===== src/rtl/spram_fifo_ctrl.sv =====
// FIFO controller over a 1-cycle-latency single-port RAM; push/pop share the port, contested cycles round-robin.
// Pop data returns 2 cycles after acceptance; full/empty deassert ready. Error flags built only with SPRAM_FIFO_ERR_EN.
module spram_fifo_ctrl #(
  parameter int DATA_WIDTH = 8,
  parameter int ADDR_WIDTH = 2
) (
  input  logic                  clk,
  input  logic                  rst,
  input  logic                  push_valid,
  input  logic [DATA_WIDTH-1:0] push_data,
  output logic                  push_ready,
  input  logic                  pop_req,
  output logic                  pop_ready,
  output logic [DATA_WIDTH-1:0] pop_data,
  output logic                  pop_data_valid,
  output logic [ADDR_WIDTH:0]   count,
  output logic                  full,
  output logic                  empty,
  output logic                  ram_ena,
  output logic                  ram_wea,
  output logic [ADDR_WIDTH-1:0] ram_addr,
  output logic [DATA_WIDTH-1:0] ram_din,
  input  logic [DATA_WIDTH-1:0] ram_dout,
  input  logic                  ram_read_valid,
  input  logic                  err_clr,
  output logic                  overflow_err,
  output logic                  underflow_err
);

  typedef enum logic {PRIO_PUSH = 1'b0, PRIO_POP = 1'b1} prio_t;

  localparam logic [ADDR_WIDTH:0] LP_DEPTH = {1'b1, {ADDR_WIDTH{1'b0}}};

  logic [ADDR_WIDTH-1:0] r_wr_ptr;
  logic [ADDR_WIDTH-1:0] r_rd_ptr;
  logic [ADDR_WIDTH:0]   r_count;
  prio_t                 r_prio;
  logic                  r_pend;
  logic [DATA_WIDTH-1:0] r_pop_data;
  logic                  r_pop_vld;

  logic w_push_elig;
  logic w_pop_elig;
  logic w_push_gnt;
  logic w_pop_gnt;
  logic w_contested;

  assign full  = (r_count == LP_DEPTH);
  assign empty = (r_count == '0);
  assign count = r_count;

  assign w_push_elig = push_valid & ~full;
  assign w_pop_elig  = pop_req & ~empty;
  assign w_contested = w_push_elig & w_pop_elig;
  assign w_push_gnt  = w_push_elig & (~w_pop_elig | (r_prio == PRIO_PUSH));
  assign w_pop_gnt   = w_pop_elig & (~w_push_elig | (r_prio == PRIO_POP));

  assign push_ready     = w_push_gnt;
  assign pop_ready      = w_pop_gnt;
  assign pop_data       = r_pop_data;
  assign pop_data_valid = r_pop_vld;

  always_comb begin
    ram_ena  = 1'b0;
    ram_wea  = 1'b0;
    ram_addr = '0;
    ram_din  = '0;
    if (w_push_gnt) begin
      ram_ena  = 1'b1;
      ram_wea  = 1'b1;
      ram_addr = r_wr_ptr;
      ram_din  = push_data;
    end else if (w_pop_gnt) begin
      ram_ena  = 1'b1;
      ram_addr = r_rd_ptr;
    end
  end

  always_ff @(posedge clk) begin
    if (rst) begin
      r_wr_ptr <= '0;
      r_rd_ptr <= '0;
      r_count  <= '0;
      r_prio   <= PRIO_PUSH;
    end else begin
      if (w_push_gnt) begin
        r_wr_ptr <= r_wr_ptr + ADDR_WIDTH'(1);
        r_count  <= r_count + (ADDR_WIDTH + 1)'(1);
      end else if (w_pop_gnt) begin
        r_rd_ptr <= r_rd_ptr + ADDR_WIDTH'(1);
        r_count  <= r_count - (ADDR_WIDTH + 1)'(1);
      end
      // Hand priority to whichever side just lost.
      if (w_contested) begin
        r_prio <= (r_prio == PRIO_PUSH) ? PRIO_POP : PRIO_PUSH;
      end
    end
  end

  // Pending bit drops any read still in flight across a reset.
  always_ff @(posedge clk) begin
    if (rst) begin
      r_pend     <= 1'b0;
      r_pop_data <= '0;
      r_pop_vld  <= 1'b0;
    end else begin
      r_pend <= w_pop_gnt;
      if (ram_read_valid & r_pend) begin
        r_pop_data <= ram_dout;
        r_pop_vld  <= 1'b1;
      end else begin
        r_pop_vld  <= 1'b0;
      end
    end
  end

`ifdef SPRAM_FIFO_ERR_EN
  logic r_overflow_err;
  logic r_underflow_err;

  always_ff @(posedge clk) begin
    if (rst) begin
      r_overflow_err  <= 1'b0;
      r_underflow_err <= 1'b0;
    end else begin
      if (push_valid & full) r_overflow_err <= 1'b1;
      else if (err_clr)      r_overflow_err <= 1'b0;
      if (pop_req & empty)   r_underflow_err <= 1'b1;
      else if (err_clr)      r_underflow_err <= 1'b0;
    end
  end

  assign overflow_err  = r_overflow_err;
  assign underflow_err = r_underflow_err;
`else
  logic w_unused_err_clr;
  assign w_unused_err_clr = err_clr;
  assign overflow_err     = 1'b0;
  assign underflow_err    = 1'b0;
`endif

endmodule

===== config.mk =====
export PLATFORM = sky130hd
export DESIGN_NAME = spram_fifo_ctrl
export DESIGN_NICKNAME = d
export VERILOG_FILES = /design/src/rtl/spram_fifo_ctrl.sv
export SDC_FILE = /design/constraint.sdc
export NUM_CORES = 1
export LEC_CHECK = 0
export BUFFER_PORTS_ARGS = -buffer_cell sky130_fd_sc_hd__buf_2
export CAP_MARGIN = 20
export CORE_ASPECT_RATIO = 1.5
export CORE_UTILIZATION = 42
export DETAILED_ROUTE_END_ITERATION = 10
export PLACE_DENSITY = 0.78
export SLEW_MARGIN = 0
export SYNTH_ARGS = -nofsm -noshare
export SYNTH_HDL_FRONTEND = slang
export SYNTH_SLANG_ARGS = --single-unit
export TNS_END_PERCENT = 100

===== constraint.sdc =====
create_clock -name clk -period 2.7 [get_ports clk]
set_input_delay 0.81 -clock clk [delete_from_list [all_inputs] [get_ports clk]]
set_output_delay 0.81 -clock clk [all_outputs]
set_load 0.05 [all_outputs]

### Word level (Yosys, flattened, before mapping)

Index checks and enable logic that the tools add are counted.

| operators by class | value |
|---|---|
| div/mod/pow operators | 0 |
| shift operators | 0 |
| bitwise logic cells | 14 |
| mux-type cells | 10 |
| reductions and logical operators | 3 |
| add/sub/neg operators | 4 |
| multiply operators | 0 |
| $lt $le $gt $ge | 0 |
| equality and inequality tests | 1 |

Operator list:

| kind | number |
|---|---|
| 8-bit 2-to-1 mux | 1 |
| 1-bit bitwise AND | 6 |
| 3-bit 2-to-1 mux | 2 |
| 1-bit NOT | 6 |
| 1-bit 2-to-1 mux | 5 |
| 2-bit by 1-bit adder with 2-bit output (second input constant) | 2 |
| 2-bit 2-to-1 mux | 2 |
| 3-bit by 1-bit adder with 3-bit output (second input constant) | 1 |
| 3-bit == test (second input constant) | 1 |
| 3-bit zero test | 1 |
| 3-bit by 1-bit subtractor with 3-bit output (second input constant) | 1 |
| 1-bit bitwise OR | 2 |
| 2-bit AND reduction | 1 |
| 2-bit nonzero test | 1 |

| word-level totals | value |
|---|---|
| memories kept | 0 |
| memory bits (writable) | 0 |
| flip-flop bits (word level) | 18 |
| bits in latches | 0 |
| ROM bits | 0 |
| logic and storage cells | 39 |
| bits of input ports | 22 |
| output and inout port bits | 30 |

### Logic depth before layout (Yosys ltp)

| depth | value |
|---|---|
| depth in word-level cells | 8 |
| depth in mapped cells | 10 |
| mapped depth without buffers | 7 |

### Least setup slack after synthesis

No wires, ideal clock.

| timing | value |
|---|---|
| kind | flip-flop to output port |
| start | reg r_count[0] (netlist: count[0]) |
| end | out ram_addr[1] |
| required time | 1890 ps |
| setup slack | -77 ps |
| buffers on the path | 0 |
| arrival time | 1967 ps |
| stages on the path, launching flop included | 4 |
| cells stage by stage | dfxtp_1 -> or3_1 -> o211a_1 -> a22o_1 |

| between the ends | value |
|---|---|
| longest elaborated chain between the ends | 8 |
| elaborated cells between the ends (all ways) | 14 |
| classes of those cells | eq/ne: 1; mux: 2; bitwise: 10; reduce/logical: 1 |

Ends and longest elaborated chain:

| element | RTL line | text |
|---|---|---|
| start: declaration | 36 | `logic [ADDR_WIDTH:0] r_count;` |
| start signal: assignment | 88 | `r_count <= r_count + (ADDR_WIDTH + 1)'(1);` |
| start signal: assignment | 91 | `r_count <= r_count - (ADDR_WIDTH + 1)'(1);` |
| 3-bit == test | 48 | `assign full = (r_count == LP_DEPTH);` |
| 1-bit NOT | 52 | `assign w_push_elig = push_valid & ~full;` |
| 1-bit bitwise AND | 52 |  |
| 1-bit NOT | 56 | `assign w_pop_gnt = w_pop_elig & (~w_push_elig \| (r_prio == PRIO_POP));` |
| 1-bit bitwise OR | 56 |  |
| 1-bit bitwise AND (*) | 56 |  |
| net pop_ready | 13 | `output logic pop_ready,` |
| 2-bit 2-to-1 mux (*) | 73 | `end else if (w_pop_gnt) begin` |
| 2-bit 2-to-1 mux (*) | 68 | `if (w_push_gnt) begin` |
| end: declaration | 21 | `output logic [ADDR_WIDTH-1:0] ram_addr,` |

The timed path passes the listed nets; every way through them passes the cells marked *.

### Worst setup path in the final report

| timing | value |
|---|---|
| start | in push_valid |
| end | out ram_addr[1] |

| between the ends | value |
|---|---|
| longest elaborated chain between the ends | 6 |
| elaborated cells between the ends (all ways) | 7 |
| classes of those cells | mux: 2; bitwise: 5 |

Ends and longest elaborated chain:

| element | RTL line | text |
|---|---|---|
| start: declaration | 9 | `input logic push_valid,` |
| 1-bit bitwise AND (*) | 52 |  |
| 1-bit NOT | 56 |  |
| 1-bit bitwise OR | 56 |  |
| 1-bit bitwise AND | 56 |  |
| 2-bit 2-to-1 mux | 73 |  |
| 2-bit 2-to-1 mux (*) | 68 |  |

Mark *: on every way between the ends. The rest lies on a longest branch, timed or not.

==> results.yml <==
timing:
  drv_slew: 0
  fin_worst_skew_ns: 0.00445
  fmax_mhz: 388
  finalSetupViolations: 0
  finalHoldViolCount: 0
  period_minus_slack_ns: 2.58
  whs_ns: 0.455
  rsz0062_at_grt: "false"
  period_share: 0.955
  fin_setup_tns_ns: 0
worst_hold_path:
  whs_path_depth: 2
  hp-class: "register to register"
critical_path:
  worst_setup_path_start_kind: "primary input"
  crit_arrival_ns: 1.77
  cp_data_required_time_ns: 1.89
  critPathKind: "primary input to output pin"
  r2r_cells: 8
  crit_path_end_kind: "output pin"
  critPathMaxFanout: 6
status:
  outcome: "complete, no violations"
placement:
  gp_congestion: 0.671
  io_buffers: 48
  dpl.cell_count: 166
  post-dp-hpwl_um: 1460
finish:
  drive_gt1_frac: 0.423
  fillers: 171
  nets: 173
  ff_latch_area_um2: 364
  areaGrowthSynthToFinish_pct: 31.7
  multi_input_area_um2: 440
  antenna_cells_inserted: 0
  instances_no_fill: 170
clocking:
  ctsResizeCount: 3
  clock_sinks: 18
  cts_setup_buffers: 0
  clock_latency_ns: 0.29
  htreeDepth: 1
  hold_buffers: 0
  cts_root_buffer: "clkbuf_4"
  cts_made_buffers: 3
  cts_tree: "yes"
  clk_pin_slew_ns: 0.09
  max-clock-path-buffers: 2
logic_synthesis:
  postSynthCellCount: 102
  ys_ff_latch: 18
  yosys.area.top_type: "dfxtp_1"
  syn_area_um2: 870
  synth_flop_cell: "dfxtp_1"
  yosys-top-cells-area: "dfxtp_1 (41%), and2_1 (5.8%), a21oi_1 (5.2%)"
  syn_avg_cell_area_um2: 8.53
  ys_warn_count: 0
  synth_top_cell_area_share: 0.414
  synth_edf_count: 0
  synth_seq_area_share: 0.414
  synth_cell_type_count: 28
  ys_async_sr_fraction: 0
power:
  switchingPower_mw: 0.642
  p_leak_nw: 0.581
  p_int_mw: 0.627
  ir_worst_vdd_mv: 0.518
  switching_share: 0.506
  p_comb_frac: 0.567
  power_frac_seq: 0.306
  power_density_nw_per_um2: 1110
  clockPowerShare: 0.126
floorplan:
  rows: 19
  design.die.area_um2: 2260
  io_pins: 52
  fp.dieW_um: 39.2
  core_area_um2: 1880
  start_util: 0.463
  die_h_um: 57.7
drt:
  drtIter0Drc: 8
  routed_wl_um: 1890
  viasPerCell: 5.03
  wl_per_cell_um: 11.1
  dr.pass1.iters: 4
  drc_errors: 0
  ant_nets: 0
  vias: 855
global_routing:
  grt_pass1_wl_um: 2970
  grt_usage: 0.179
  grt_pass1_vias: 735
  overflow: 0
  grt_start_max_net_pins: 20
  antenna_found_initial: 0
run:
  maxCapViolCount: 0
## metrics by stage
| step | area (um2) | setup slack [ns] | utilization | total power [mW] |
|---|---|---|---|---|
| floorplan | 876 | 0.0223 | - | 0.977 |
| global placement | 1100 | 0.0470 | 0.586 | 1.09 |
| detailed placement | 1100 | 0.0198 | 0.586 | 1.11 |
| CTS | 1140 | 0.0398 | 0.608 | 1.28 |
| global route | 1140 | 0.0590 | 0.610 | 1.35 |
| finish | 1140 | 0.122 | 0.610 | 1.27 |
## flip-flops by register name, summed over array words and instances (netlist names)
name and flops:
pop_data 8, count 3, r_rd_ptr 2, r_wr_ptr 2
pop_data_valid 1, r_pend 1, r_prio 1
## worst paths after layout
path                            slack, ns        start           to
worst min-delay path                 0.45  pop_data[4]  pop_data[4]
worst max register to register       0.58     count[0]     count[2]
worst min register to register       0.45  pop_data[4]  pop_data[4]
worst max-delay path                 0.12   push_valid  ram_addr[1]
## cells in the final DEF, fill, tap and decap left out, drive strengths merged, types with 2 or more instances in the layout
cell    Yosys  layout
a21oi       9       9
and2        8       8
buf         7      52
clkbuf      3       4
conb        1       2
dfxtp      18      18
inv         2       2
mux2i       2       2
nand2      10      10
nand3       8       8
nor2       12      12
nor2b       2       2
o211ai      2       2
xnor2       4       4
xor2        3       3
## synth_stat cells, drive strengths merged (2+ instances only)
| library cell | number |
|---|---|
| dfxtp | 18 |
| nor2 | 12 |
| nand2 | 10 |
| a21oi | 9 |
| and2 | 8 |
| nand3 | 8 |
| buf | 7 |
| xnor2 | 4 |
| clkbuf | 3 |
| xor2 | 3 |
| inv | 2 |
| mux2i | 2 |
| nor2b | 2 |
| o211ai | 2 |
## layer usage
metal  track usage  part of all wire  wire (um)
met4        0.0739            0.0074         14
met1         0.208              0.39        743
met2         0.321              0.54       1030
met3        0.0115             0.055        104
met5             0                 0          0
## power by group through the flow
stage               registers [mW]  logic, mW  clock network (mW)
floorplan                    0.461      0.517                   0
global placement             0.386      0.705                   0
detailed placement           0.391      0.717                   0
CTS                          0.388      0.721               0.167
global route                 0.397      0.770               0.180
finish                       0.389      0.720               0.160
## kinds of logic (layout without fill, tap and decap cells)
kind of cell | after synthesis | count (layout) | synth area share
simple gates | 45 | 45 | 0.255
flops | 18 | 18 | 0.414
compound gates | 15 | 15 | 0.115
buf+inv | 12 | 58 | 0.0906
xor+xnor | 7 | 7 | 0.0705
mux | 3 | 3 | 0.0360
fa+ha+maj | 1 | 1 | 0.0144
other cells | 1 | 2 | 0.00431
## layout make-up
type	instances	share of cell area
clock buffer	4	0.0317
sequential	18	0.318
inverter	2	0.00656
multi-input combinational	73	0.385
timing repair buffer	52	0.236
tap	21	0.0230
## critical path: stages
cell and delay [ns]:
buf_2 0.14, nand2b_1 0.08, o211a_1 0.30, a22o_2 0.23, buf_2 0.20
Note: power is estimated with default switching activity, not from simulation.
